### src/rtl/sdram_arb_pkg.sv
// sdram_arb_pkg
//
// Shared types for the SDRAM port arbiter:
//   - arbState_e : command sequencer states
//   - DEF_AW/DEF_DW : default address (16-bit words) and data widths
//   - wrEntry_t  : one write-FIFO entry, {addr, data}, at default widths.
//                  The FIFO stores entries in this same order (address in
//                  the upper bits), so a head entry splits as addr then data.

package sdram_arb_pkg;

    localparam int DEF_AW = 25;
    localparam int DEF_DW = 16;

    typedef enum logic [2:0] {
        IDLE,
        WR_ISSUE,
        WR_WAIT,
        RD_ISSUE,
        RD_WAIT
    } arbState_e;

    typedef struct packed {
        logic [DEF_AW-1:0] addr;
        logic [DEF_DW-1:0] data;
    } wrEntry_t;

endpackage

### src/rtl/arb_wfifo.sv
// arb_wfifo
//
// Small synchronous FIFO that buffers download writes for the arbiter.
// A push into a full FIFO is accepted only when a pop happens in the
// same cycle, so a full FIFO stays full and loses nothing.
//
// Ports:
//   clk_i, rst_ni : clock, asynchronous active-low reset
//   push_i/data_i : push request and entry to store
//   pop_i         : remove the head entry (ignored when empty)
//   head_o        : current head entry
//   full_o        : registered, high when count == DEPTH
//   empty_o       : high when count == 0
//   count_o       : number of stored entries

module arb_wfifo #(
    parameter int WIDTH = 41,
    parameter int DEPTH = 4
) (
    input  logic                         clk_i,
    input  logic                         rst_ni,
    input  logic                         push_i,
    input  logic [WIDTH-1:0]             data_i,
    input  logic                         pop_i,
    output logic [WIDTH-1:0]             head_o,
    output logic                         full_o,
    output logic                         empty_o,
    output logic [$clog2(DEPTH+1)-1:0]   count_o
);
    localparam int PW = $clog2(DEPTH);
    localparam int CW = $clog2(DEPTH + 1);

    logic [WIDTH-1:0] mem_q [DEPTH];
    logic [PW-1:0]    wrPtr_q;
    logic [PW-1:0]    rdPtr_q;
    logic [CW-1:0]    count_q;
    logic [CW-1:0]    count_d;
    logic             full_q;
    logic             doPush;
    logic             doPop;

    assign doPop   = pop_i && (count_q != '0);
    assign doPush  = push_i && (!full_q || doPop);
    assign head_o  = mem_q[rdPtr_q];
    assign full_o  = full_q;
    assign empty_o = (count_q == '0);
    assign count_o = count_q;

    // Occupancy after this cycle's push/pop; drives the registered full flag.
    always_comb begin
        count_d = count_q + CW'(doPush) - CW'(doPop);
    end

    // Storage array is not reset; nothing reads it while the FIFO is empty.
    always_ff @(posedge clk_i) begin
        if (doPush) begin
            mem_q[wrPtr_q] <= data_i;
        end
    end

    // Pointers wrap naturally because DEPTH is a power of two.
    always_ff @(posedge clk_i or negedge rst_ni) begin
        if (!rst_ni) begin
            wrPtr_q <= '0;
            rdPtr_q <= '0;
            count_q <= '0;
            full_q  <= 1'b0;
        end else begin
            if (doPush) begin
                wrPtr_q <= wrPtr_q + PW'(1);
            end
            if (doPop) begin
                rdPtr_q <= rdPtr_q + PW'(1);
            end
            count_q <= count_d;
            full_q  <= (count_d == CW'(DEPTH));
        end
    end

endmodule

### src/rtl/sdram_port_arbiter.sv
// sdram_port_arbiter
//
// Shares one SDRAM controller port between the download writer and the
// tape-decoder reader. Writes are buffered in a FIFO; one command is in
// flight at a time and completes on m_ready or after TIMEOUT wait cycles.
// A pending read wins after STARVE_MAX consecutive write grants.
//
// Ports:
//   CLKSYS, RESETn       : clock, asynchronous active-low reset
//   w_req/w_addr/w_data  : write strobe and entry; w_full = FIFO full
//   r_req/r_addr         : read strobe and address; r_busy while in flight
//   r_data/r_valid       : read result and one-cycle completion strobe
//   m_addr/m_din         : controller address and write data
//   m_we/m_rd            : one-cycle controller command pulses
//   m_dout/m_ready       : controller read data and completion pulse
//   ovf                  : sticky, a write was dropped on a full FIFO
//   tmo                  : sticky, a command timed out

module sdram_port_arbiter
    import sdram_arb_pkg::*;
#(
    parameter int AW          = DEF_AW,
    parameter int DW          = DEF_DW,
    parameter int WFIFO_DEPTH = 4,
    parameter int STARVE_MAX  = 8,
    parameter int TIMEOUT     = 255
) (
    input  logic          CLKSYS,
    input  logic          RESETn,
    input  logic          w_req,
    input  logic [AW-1:0] w_addr,
    input  logic [DW-1:0] w_data,
    output logic          w_full,
    input  logic          r_req,
    input  logic [AW-1:0] r_addr,
    output logic          r_busy,
    output logic [DW-1:0] r_data,
    output logic          r_valid,
    output logic [AW-1:0] m_addr,
    output logic [DW-1:0] m_din,
    output logic          m_we,
    output logic          m_rd,
    input  logic [DW-1:0] m_dout,
    input  logic          m_ready,
    output logic          ovf,
    output logic          tmo
);
    localparam int FCW = $clog2(WFIFO_DEPTH + 1);
    localparam int SCW = $clog2(STARVE_MAX + 1);
    localparam int TCW = $clog2(TIMEOUT + 1);

    arbState_e        state_q;
    arbState_e        state_d;
    logic             readPending_q;
    logic [AW-1:0]    readAddr_q;
    logic [SCW-1:0]   starveCnt_q;
    logic [TCW-1:0]   waitCnt_q;
    logic [DW-1:0]    rData_q;
    logic             rValid_q;
    logic             ovf_q;
    logic             tmo_q;

    logic [AW+DW-1:0] fifoHead;
    logic             fifoFull;
    logic             fifoEmpty;
    logic             fifoPop;
    logic [FCW-1:0]   fifoCount;

    logic             waiting;
    logic             timeoutHit;
    logic             cmdDone;
    logic             readDone;
    logic             grantWrite;
    logic             grantRead;

    arb_wfifo #(
        .WIDTH (AW + DW),
        .DEPTH (WFIFO_DEPTH)
    ) wFifo (
        .clk_i   (CLKSYS),
        .rst_ni  (RESETn),
        .push_i  (w_req),
        .data_i  ({w_addr, w_data}),
        .pop_i   (fifoPop),
        .head_o  (fifoHead),
        .full_o  (fifoFull),
        .empty_o (fifoEmpty),
        .count_o (fifoCount)
    );

    // m_ready takes priority over a timeout landing in the same cycle.
    assign waiting    = (state_q == WR_WAIT) || (state_q == RD_WAIT);
    assign timeoutHit = waiting && !m_ready && (waitCnt_q == TCW'(TIMEOUT - 1));
    assign cmdDone    = waiting && (m_ready || timeoutHit);
    assign fifoPop    = cmdDone && (state_q == WR_WAIT);
    assign readDone   = cmdDone && (state_q == RD_WAIT);

    // Writes go first unless a read has already waited through STARVE_MAX grants.
    assign grantWrite = (state_q == IDLE) && !fifoEmpty &&
                        (!readPending_q || (starveCnt_q < SCW'(STARVE_MAX)));
    assign grantRead  = (state_q == IDLE) && !grantWrite && readPending_q;

    assign w_full  = fifoFull;
    assign r_busy  = readPending_q;
    assign r_data  = rData_q;
    assign r_valid = rValid_q;
    assign ovf     = ovf_q;
    assign tmo     = tmo_q;

    // State register.
    always_ff @(posedge CLKSYS or negedge RESETn) begin
        if (!RESETn) begin
            state_q <= IDLE;
        end else begin
            state_q <= state_d;
        end
    end

    // Next-state: issue states last one cycle, wait states end on completion.
    always_comb begin
        state_d = state_q;
        unique case (state_q)
            IDLE: begin
                if (grantWrite) begin
                    state_d = WR_ISSUE;
                end else if (grantRead) begin
                    state_d = RD_ISSUE;
                end
            end
            WR_ISSUE: state_d = WR_WAIT;
            WR_WAIT:  if (cmdDone) state_d = IDLE;
            RD_ISSUE: state_d = RD_WAIT;
            RD_WAIT:  if (cmdDone) state_d = IDLE;
            default:  state_d = IDLE;
        endcase
    end

    // Controller outputs; address and data stay stable for the whole command.
    always_comb begin
        m_we   = 1'b0;
        m_rd   = 1'b0;
        m_addr = '0;
        m_din  = '0;
        unique case (state_q)
            WR_ISSUE, WR_WAIT: begin
                m_we   = (state_q == WR_ISSUE);
                m_addr = fifoHead[AW+DW-1:DW];
                m_din  = fifoHead[DW-1:0];
            end
            RD_ISSUE, RD_WAIT: begin
                m_rd   = (state_q == RD_ISSUE);
                m_addr = readAddr_q;
            end
            default: begin
                m_we = 1'b0;
            end
        endcase
    end

    // Read latch, result return, starvation and wait counters, sticky flags.
    // A timed-out read still returns a strobe, with zero data.
    always_ff @(posedge CLKSYS or negedge RESETn) begin
        if (!RESETn) begin
            readPending_q <= 1'b0;
            readAddr_q    <= '0;
            rData_q       <= '0;
            rValid_q      <= 1'b0;
            starveCnt_q   <= '0;
            waitCnt_q     <= '0;
            ovf_q         <= 1'b0;
            tmo_q         <= 1'b0;
        end else begin
            if (r_req && !readPending_q) begin
                readPending_q <= 1'b1;
                readAddr_q    <= r_addr;
            end else if (readDone) begin
                readPending_q <= 1'b0;
            end

            rValid_q <= readDone;
            if (readDone) begin
                rData_q <= m_ready ? m_dout : '0;
            end

            if (!readPending_q || grantRead) begin
                starveCnt_q <= '0;
            end else if (grantWrite && (starveCnt_q != SCW'(STARVE_MAX))) begin
                starveCnt_q <= starveCnt_q + SCW'(1);
            end

            waitCnt_q <= waiting ? waitCnt_q + TCW'(1) : '0;

            if (timeoutHit) begin
                tmo_q <= 1'b1;
            end
            if (w_req && !fifoPop && (fifoCount == FCW'(WFIFO_DEPTH))) begin
                ovf_q <= 1'b1;
            end
        end
    end

endmodule

### config.mk
export PLATFORM = sky130hd
export DESIGN_NAME = sdram_port_arbiter
export DESIGN_NICKNAME = d
export VERILOG_FILES = /design/src/rtl/sdram_arb_pkg.sv /design/src/rtl/arb_wfifo.sv /design/src/rtl/sdram_port_arbiter.sv
export SDC_FILE = /design/constraint.sdc
export NUM_CORES = 1
export LEC_CHECK = 0
export CORE_ASPECT_RATIO = 1.75
export CORE_MARGIN = 2
export CORE_UTILIZATION = 53
export DETAILED_ROUTE_END_ITERATION = 8
export PLACE_DENSITY = 0.78
export SLEW_MARGIN = 10
export SYNTH_ARGS = -nofsm -noshare
export SYNTH_HDL_FRONTEND = slang
export SYNTH_SLANG_ARGS = --single-unit
### constraint.sdc
create_clock -name CLKSYS -period 3 [get_ports CLKSYS]
set_input_delay 0.6 -clock CLKSYS [delete_from_list [all_inputs] [get_ports CLKSYS]]
set_output_delay 0.6 -clock CLKSYS [all_outputs]
set_load 0.05 [all_outputs]
# ---- After elaboration in Yosys (flattened, before gate mapping)
# Memory sizes are Yosys's and may differ from the RTL's.
# Cells that the tools add are included.
dict set report word_totals {
  ram_bits 164
  elab_cells 82
  in_bits 87
  mem_count 1
  out_inout_bits 64
  regBits 68
}
dict set report op_classes {
  n_eq_ne 10
  addsub 6
  order_cmp 1
  n_reduce_logical 35
  muxes 16
}
# name words width read_ports rd_ports_with_merged_regs write_ports line_no
set memory_table {}
lappend memory_table {wFifo.mem_q 4 41 1 0 1 arb_wfifo.sv:33} ;# logic [WIDTH-1:0] mem_q [DEPTH];
# cell count
set op_table {}
lappend op_table {{case mux 25 bit (2 select lines)} 1}
lappend op_table {{two-way mux 16 bit} 2}
lappend op_table {{logical AND 1 bit} 15}
lappend op_table {{case mux 3 bit (4 select lines)} 1}
lappend op_table {{== test 3 bit, second input constant} 3}
lappend op_table {{two-way mux 3 bit} 3}
lappend op_table {{adder 8 x 1 -> 8 bit, second input constant} 1}
lappend op_table {{== test 8 bit, second input constant} 1}
lappend op_table {{two-way mux 4 bit} 2}
lappend op_table {{two-way mux 8 bit} 1}
lappend op_table {{== test 3 x 2 -> 1 bit, second input constant} 2}
lappend op_table {{logical NOT 1 bit} 6}
lappend op_table {{logical NOT 3 bit} 2}
lappend op_table {{two-way mux 1 bit} 6}
lappend op_table {{OR reduction 2 bit} 3}
lappend op_table {{logical OR 1 bit} 5}
lappend op_table {{adder 2 x 1 -> 2 bit, second input constant} 2}
lappend op_table {{adder 4 x 1 -> 4 bit, second input constant} 1}
lappend op_table {{less-than comparator 4 bit, second input constant} 1}
lappend op_table {{inequality test 4 bit, second input constant} 1}
lappend op_table {{nonzero test 2 bit} 2}
lappend op_table {{adder 3 x 1 -> 3 bit} 1}
lappend op_table {{== test 3 x 1 -> 1 bit, second input constant} 1}
lappend op_table {{inequality test 3 bit, second input constant} 1}
lappend op_table {{other kinds (4)} 4}

# ---- Depth between registers and ports, before layout
# Gate-level depths: netlist of run 1.
dict set report logic_depth {
  ltp_word 13
  mapped_depth 11
  mapped_depth_nobuf 11
}

# ---- Hierarchy
# From an unflattened synthesis of run 1, not the netlist that was laid out.
dict set report unflattened {
  hier_cells 493
  area_unflattened_um2 9246.4
}
# module instances cells_per_inst seq_area_each_um2 area_per_inst_um2
set by_module_without_submodules {}
lappend by_module_without_submodules {arb_wfifo 1 252 5124.9 6387.4}
lappend by_module_without_submodules {sdram_port_arbiter 1 241 1501.4 2859.0}

# ---- Least setup slack after synthesis of run 1
# Ideal clock, no wire load.
dict set report synth_path {
  path_kind {register to register}
  startpoint {reg waitCnt_q[0]}
  endpoint {mem wFifo.mem_q[0][0] (enable)}
  period_less_slack_ns 2.673
  arrival_ns 2.270
  path_buffers 0
  required_time_ns 2.597
  slack_ns 0.327
  setup_time_ns 0.403
  stages_incl_launch_ff 7
  cell_sequence {dfrtp_1 -> inv_1 -> ha_1 -> nand3_1 -> o21a_1 -> o21ai_1 -> and3_1}
}
dict set report synth_via {
  elab_chain_cells 10
}
# element line_no
set synth_lines {}
lappend synth_lines {{from (decl)} sdram_port_arbiter.sv:57} ;# logic [TCW-1:0] waitCnt_q;
lappend synth_lines {{from (signal assigned)} sdram_port_arbiter.sv:191} ;# waitCnt_q <= waiting ? waitCnt_q + TCW'(1) : '0;
lappend synth_lines {{== test 8 bit} sdram_port_arbiter.sv:93} ;# assign timeoutHit = waiting && !m_ready && (waitCnt_q == TCW'(TIMEOUT - 1));
lappend synth_lines {{logical AND 1 bit} sdram_port_arbiter.sv:93}
lappend synth_lines {{logical OR 1 bit} sdram_port_arbiter.sv:94} ;# assign cmdDone = waiting && (m_ready || timeoutHit);
lappend synth_lines {{logical AND 1 bit} sdram_port_arbiter.sv:94}
lappend synth_lines {{logical AND 1 bit} sdram_port_arbiter.sv:95} ;# assign fifoPop = cmdDone && (state_q == WR_WAIT);
lappend synth_lines {{logical AND 1 bit} arb_wfifo.sv:42} ;# assign doPop = pop_i && (count_q != '0);
lappend synth_lines {{logical OR 1 bit} arb_wfifo.sv:43} ;# assign doPush = push_i && (!full_q || doPop);
lappend synth_lines {{logical AND 1 bit} arb_wfifo.sv:43}
lappend synth_lines {{two-way mux 1 bit} arb_wfifo.sv:56} ;# if (doPush) begin
lappend synth_lines {{two-way mux 1 bit (not written as such)} arb_wfifo.sv:57} ;# mem_q[wrPtr_q] <= data_i;
lappend synth_lines {{to (decl)} arb_wfifo.sv:33}
# Every way passes these cells.

# ---- Worst setup path after layout of run 1
dict set report layout_path {
  startpoint {reg state_q[0]}
  endpoint {out m_we}
}
dict set report layout_via {
  elab_chain_cells 3
  elab_cells_between_ends 4
  cone_classes {eq/ne (2); mux (1); reduce/logical (1)}
}
# element line_no
set layout_lines {}
lappend layout_lines {{from (decl)} sdram_port_arbiter.sv:52} ;# arbState_e state_q;
lappend layout_lines {{from (signal assigned)} sdram_port_arbiter.sv:115} ;# state_q <= state_d;
lappend layout_lines {{== test 3 x 2 -> 1 bit or == test 3 x 1 -> 1 bit (tied branches)} {sdram_port_arbiter.sv:144, sdram_port_arbiter.sv:146}}
lappend layout_lines {{OR reduction 2 bit} sdram_port_arbiter.sv:144} ;# unique case (state_q)
lappend layout_lines {{two-way mux 1 bit (*)} sdram_port_arbiter.sv:144}
lappend layout_lines {{to (decl)} sdram_port_arbiter.sv:41} ;# output logic m_we,
# Mark *: on every way between the ends. The rest lies on a longest branch, timed or not.

==> results of run 1 <==
[worst reg2reg max path, cell delays in order (launching register included)]
cell	delay, ns
dfrtp_1	0.44
inv_1	0.08
ha_1	0.20
nand3_1	0.14
o21a_1	0.25
nor2_1	0.11
ha_1	0.28
inv_1	0.04
ha_1	0.17
fa_1	0.37
xnor2_1	0.18
nor3b_1	0.20
[kinds of logic (layout without fill, tap and decap cells)]
logic type	after synthesis	in the layout	synth area share
compound gates	65	65	0.0572
fa+ha+maj	11	11	0.0157
flops	232	232	0.719
buf+inv	42	223	0.0201
simple gates	75	75	0.0459
other cells	0	2	0
xor+xnor	12	12	0.0114
mux	66	66	0.131
[report_power, final]
part           internal [mW]  switching, mW  total (mW)
Sequential              4.29          0.446        4.74
Combinational           3.33           4.23        7.56
Clock                   1.39           1.09        2.49
Total                   9.01           5.77        14.8
[what timing repair did]
| action | in CTS | in global routing |
|---|---|---|
| endpoints found under the setup margin | 0 | 2 |
| gates resized for setup | 0 | 0 |
| buffers inserted | 0 | 5 |
[synth_stat cells (5+ instances only)]
cell type / instances
nand3_1: 8
clkbuf_1: 15
a22o_1: 41
edfxtp_1: 164
dfrtp_1: 68
and3_1: 5
ha_1: 10
inv_1: 14
buf_2: 10
mux2_2: 25
xor2_1: 8
o21ai_0: 7
mux4_2: 41
and2_1: 18
nand2_1: 8
nor2_1: 16
[routing by layer]
metal  global-route usage  share of wire
met5                    0              0
met4               0.0788          0.033
met3               0.0420          0.058
met2                0.385           0.53
met1                0.262           0.38
[registers in the layout, indices dropped and copies added (netlist names), 2 cells and up]
name	flops
wFifo.rdPtr_q	2
readAddr_q	25
waitCnt_q	8
state_q	3
r_data	16
wFifo.wrPtr_q	2
starveCnt_q	4
wFifo.count_o	3
wFifo.mem_q	164
[path summary, 6_finish.rpt]
check	to	slack, ns	cells past startpoint
setup / recovery	m_we	0.19	2
setup reg to reg	wFifo.full_o$_DFF_PN0_	0.46	11
min in group CLKSYS	ovf$_DFFE_PN0P_	0.47	1
max in group asynchronous	wFifo.rdPtr_q[0]$_DFFE_PN0P_	2.56	2
hold / removal	waitCnt_q[2]$_DFF_PN0_	0.12	2
hold reg to reg	ovf$_DFFE_PN0P_	0.47	1
[area by class of cell]
class,count,area share
inverter,15,0.00469
clock buffer,25,0.0458
multi-input combinational,229,0.202
sequential,232,0.552
clock inverter,11,0.00646
tap,227,0.0237
antenna,2,0.000417
timing repair buffer,172,0.165
[stage by stage]
| stage | hold slack (ns) | cell area [um2] | power (mW) | setup WS (ns) | utilization |
|---|---|---|---|---|---|
| 2_1_floorplan | 0.304 | 9220 | 9.25 | 0.327 | - |
| 3_3_place_gp | 0.449 | 11300 | 12.2 | 0.233 | 0.666 |
| 3_5_place_dp | 0.458 | 11300 | 12.4 | 0.154 | 0.666 |
| 4_1_cts | 0.141 | 12000 | 14.9 | 0.0346 | 0.703 |
| 5_1_grt | 0.147 | 12000 | 15.4 | 0.0489 | 0.705 |
| 6_report | 0.120 | 12000 | 14.8 | 0.195 | 0.705 |
==> results.md, run 1 <==
- Status: completed
- Buf+Inv Stages, Crit Path: 1
- PwrDens: 1230 mW/mm2
- Arrival @ worst endpoint: 2.21 ns
- DR WL/cell: 21.4 um
- DIE AREA: 0.0185 mm2
- Final Wtd Congestion: 0.763
- Initial core utilization: 0.541
- Crit end category: output pin
- RSZ-0062 raised after global routing: false
- Area growth, synth to finish: 30.3%
- Synth Instances: 503
- Slew headroom: 0.533
- Drt drc: 0
- Fin. Hold Viols: 0
- Vias in the first global route: 5581
- Crit Path Max Fanout: 9
- CP max stage delay: 0.87 ns
- Core Region: 0.0170 mm2
- Maximum number of pins on one net before global-route repair: 69
- Post-Place Cells: 870
- Clock Skew: 0.0195 ns
- Leading area contributor after synthesis: edfxtp_1
- Antenna Nets Post-Route: 0
- FF+latch count, synth: 232
- Most frequent cells in the layout: edfxtp_1 (164), clkdlybuf4s50_1 (108), dfrtp_1 (66)
- CP max-delay cell: clkdlybuf4s50_1
- Worst-path cell chain: nor3b_1 -> clkdlybuf4s50_1
- I/O pin count: 151
- Synth top area cells: edfxtp_1 (53%), dfrtp_1 (18%), mux4_2 (10%)
- Critical Path Start Type: flop
- Root buffer cell: clkbuf_16
- Fin. max-slew vios: 0
- Worst slew pin tran: 0.700 ns
- FP Rows: 63
- Filler cells: 1076
- Fmax: 356 MHz
- Setup TNS: 0 ns
- Leak: 4.45 nW
- Top cell type's share of synthesized area: 0.534
- Antenna violations before repair: 3
- Die width: 104 um
- Fin crit share: 0.935
- Drt pass-1 iters: 4
- Multi-input logic area: 0.00242 mm2
- Clock-pin slew on the worst setup and hold paths: 0.06 ns
- Number of port buffers: 150
- Worst-case clock buffer depth: 3
- Clock latency on the worst-skew pair: 0.50 ns
- Num CTS Buffers: 21
- Number of synthesized flops with an enable pin: 164
- Fraction of registers with async set/reset: 0.293
- R2r startpoint: waitCnt_q[0]$_DFF_PN0_
- Cell variety after synth: 42
- Final net count: 769
- Total track usage: 0.216
- Max capacitance violation total: 0
- Via count: 5144
- Critical path origin: state_q[0]$_DFFE_PN0P_
- TritonCTS clock tree: built
- Sequential share of the synthesized area: 0.719
- Avg Vias per Cell: 5.63
- GRT Residual Overflow: 0
- Non-filler instance count after layout: 913
- Top_reg_cell synth: edfxtp_1
- Synth Warn #: 0
- Hold/Removal Path Class: in2async
- Net Count, Synth: 601
- Min Tclk post-route: 2.81 ns
- Peak supply drop: 822 uV
- Layout cells sized above 1: 0.250
- Clk sinks: 232
- Cts hold-fix bufs: 0
- Die Span Y: 178 um
- Setup violations, final: 0
- First-pass GRT wire length: 30700 um
- First DRT Iteration DRCs: 309
- Register area: 0.00663 mm2
- Crit path required time: 2.40 ns
- Commonest non-fill, non-tap cell in the layout: edfxtp_1
- Synthesized area: 0.00922 mm2
- Worst Setup Path Type: reg2out
- Dpl hpwl: 13100 um
- CTS H-tree lvls: 1
- Final wirelength: 19600 um
- Cell family with most CP delay: buffers and inverters
- Post-Syn Area per Cell: 18.3 um2
Power figures use the tool's default switching activity.
==> run 2: changes to the inputs <==
--- a/config.mk
+++ b/config.mk
@@ -10,7 +10,7 @@
 export CORE_UTILIZATION = 53
 export DETAILED_ROUTE_END_ITERATION = 8
 export PLACE_DENSITY = 0.78
-export SLEW_MARGIN = 10
+export SLEW_MARGIN = 20
 export SYNTH_ARGS = -nofsm -noshare
 export SYNTH_HDL_FRONTEND = slang
 export SYNTH_SLANG_ARGS = --single-unit
==> results of run 2 <==
Same layout as run 1: the final DEF is identical, and so are final timing and power.
==> run 3: changes to the inputs <==
--- a/config.mk
+++ b/config.mk
@@ -6,7 +6,6 @@
 export NUM_CORES = 1
 export LEC_CHECK = 0
 export CORE_ASPECT_RATIO = 1.75
-export CORE_MARGIN = 2
 export CORE_UTILIZATION = 53
 export DETAILED_ROUTE_END_ITERATION = 8
 export PLACE_DENSITY = 0.78
==> constraint.sdc (replaced) <==
create_clock -name CLKSYS -period 3 [get_ports CLKSYS]
set_input_delay 0.45 -clock CLKSYS [delete_from_list [all_inputs] [get_ports CLKSYS]]
set_output_delay 0.45 -clock CLKSYS [all_outputs]
set_load 0.05 [all_outputs]
==> run 3 against run 2 <==
Effect of this change:
- via count fell by 1.5%
- clock-buffer cell count rose by 4
- setup slack got worse by 0.065 ns
- global-route usage rose by 0.29 points
- sequential share of layout area rose by 0.34 points
- clock power rose by 5%
- final area fell by 0.61%
- register-to-register slack got worse by 0.06 ns
- sequential power rose by 0.8%
- critical path type unchanged
- largest cell class unchanged
==> results.md, run 3 (synthesis gave the netlist of run 1 again) <==
- Most frequent cells in the layout: edfxtp_1 (164), clkdlybuf4s50_1 (108), dfrtp_1 (66)
- Final net count: 758
- FP Rows: 63
- Fin. Hold Viols: 0
- Slew headroom: 0.405
- Clock Skew: 0.0112 ns
- GRT Residual Overflow: 0
- Clock latency on the worst-skew pair: 0.49 ns
- Worst Setup Path Type: reg2out
- Critical path origin: wFifo.rdPtr_q[0]$_DFFE_PN0P_
- Fmax: 348 MHz
- Post-cts sizing count: 0
- Commonest non-fill, non-tap cell in the layout: edfxtp_1
- Root buffer cell: clkbuf_16
- Area growth, synth to finish: 29.5%
- Met1 wire length: 6850 um
- Avg Vias per Cell: 5.61
- Die Span Y: 176 um
- Die width: 102 um
- Crit end category: output pin
- Crit Path Max Fanout: 12
- Worst slew pin tran: 0.892 ns
- Worst-case clock buffer depth: 3
- Antenna Nets Post-Route: 0
- Number of port buffers: 150
- Post-route cell area: 0.0119 mm2
- Hold/Removal Path Class: in2async
- Leak: 4.40 nW
- Fin. max-slew vios: 0
- Status: completed
- PwrDens: 1240 mW/mm2
- Peak supply drop: 778 uV
- DR WL/cell: 21.1 um
- Fin crit share: 0.957
- Post-CTS repair timing setup buffer count: 0
- Maximum number of pins on one net before global-route repair: 69
- Arrival @ worst endpoint: 2.42 ns
- Setup TNS: 0 ns
- Crit path required time: 2.55 ns
- First-pass GRT wire length: 29200 um
- Antenna violations before repair: 1
- Hold_ws: 0.0567 ns
- Num CTS Buffers: 21
- DIE AREA: 0.0179 mm2
- Max layer used: met4
- First DRT Iteration DRCs: 199
- Core Region: 0.0169 mm2
- R2r startpoint: waitCnt_q[0]$_DFF_PN0_
- Max capacitance violation total: 0
- I/O pin count: 151
- Setup violations, final: 0
- RSZ-0062 raised after global routing: false
- CTS H-tree lvls: 1
- Drt pass-1 iters: 5
- TritonCTS clock tree: built
- Largest reg by FF count: wFifo.mem_q
- Final Wtd Congestion: 0.756
- Metal2 WL: 10600 um
- Final setup margin: 0.130 ns
- Via count: 5069
- Max reg flops: 164
- Met3 wire length: 1150 um
- Clk sinks: 232
- Cts hold-fix bufs: 0
- Critical Path Start Type: flop
- Clock-pin slew on the worst setup and hold paths: 0.07 ns
- Placed Area: 0.0113 mm2
- Layout cells sized above 1: 0.239
- Min Tclk post-route: 2.87 ns
- Initial core utilization: 0.544
- Vias in the first global route: 5493
- Worst slack, placed: 0.230 ns
- Total track usage: 0.219
- Drt drc: 0
- Dpl hpwl: 12300 um
- Final wirelength: 19000 um
-- run 3: cell count changes in the layout (fill, tap and decap cells not counted), moves of 3 or more --
cell	previous run	this run
buf_12	34	31
buf_4	29	22
clkbuf_1	3	6
clkinv_1	5	2
-- run 3: metrics by stage --
step	util	cells	power, mW
6_report	0.704	903	14.8
5_1_grt	0.704	902	15.4
4_1_cts	0.704	901	14.9
3_5_place_dp	0.665	864	12.3
3_3_place_gp	0.665	864	12.1
2_1_floorplan	-	503	9.25
-- run 3: worst paths after layout --
path,endpoint,slack (ns),depth (start not counted)
min in group CLKSYS,ovf$_DFFE_PN0P_,0.50,1
max in group asynchronous,wFifo.rdPtr_q[0]$_DFFE_PN0P_,2.28,1
setup / recovery,m_addr[21],0.13,4
setup reg to reg,wFifo.full_o$_DFF_PN0_,0.40,11
hold / removal,waitCnt_q[4]$_DFF_PN0_,0.06,1
hold reg to reg,ovf$_DFFE_PN0P_,0.50,1
-- run 3: per-layer routing --
metal / up-vias / GRT usage
met1: 2594 / 0.254
met5: - / 0
met2: 168 / 0.395
met3: 25 / 0.0408
li1: 2282 / -
met4: 0 / 0.0803
-- run 3: where the power goes --
group          leakage, nW  internal [mW]  switching, mW  total [mW]
Combinational         1.73           3.24           4.15        7.38
Clock                0.328           1.52           1.10        2.61
Sequential            2.34           4.29          0.491        4.78
-- run 3: worst max-delay path, cell delays in order, from the launching register on --
cell     delay (ns)
dfrtp_4        0.58
buf_4          0.32
mux4_2         0.55
a22o_1         0.30
buf_12         0.17
-- run 3: layout make-up --
cell class / instances / area [um2]
repair buffers: 161 / 1870
clock buffers: 29 / 576
multi-input cells: 229 / 2420
diodes: 2 / 5.00
well taps: 227 / 284
fillers: 1063 / 5010
clock inverters: 8 / 91.3
flip-flops and latches: 232 / 6630
inverters: 15 / 56.3
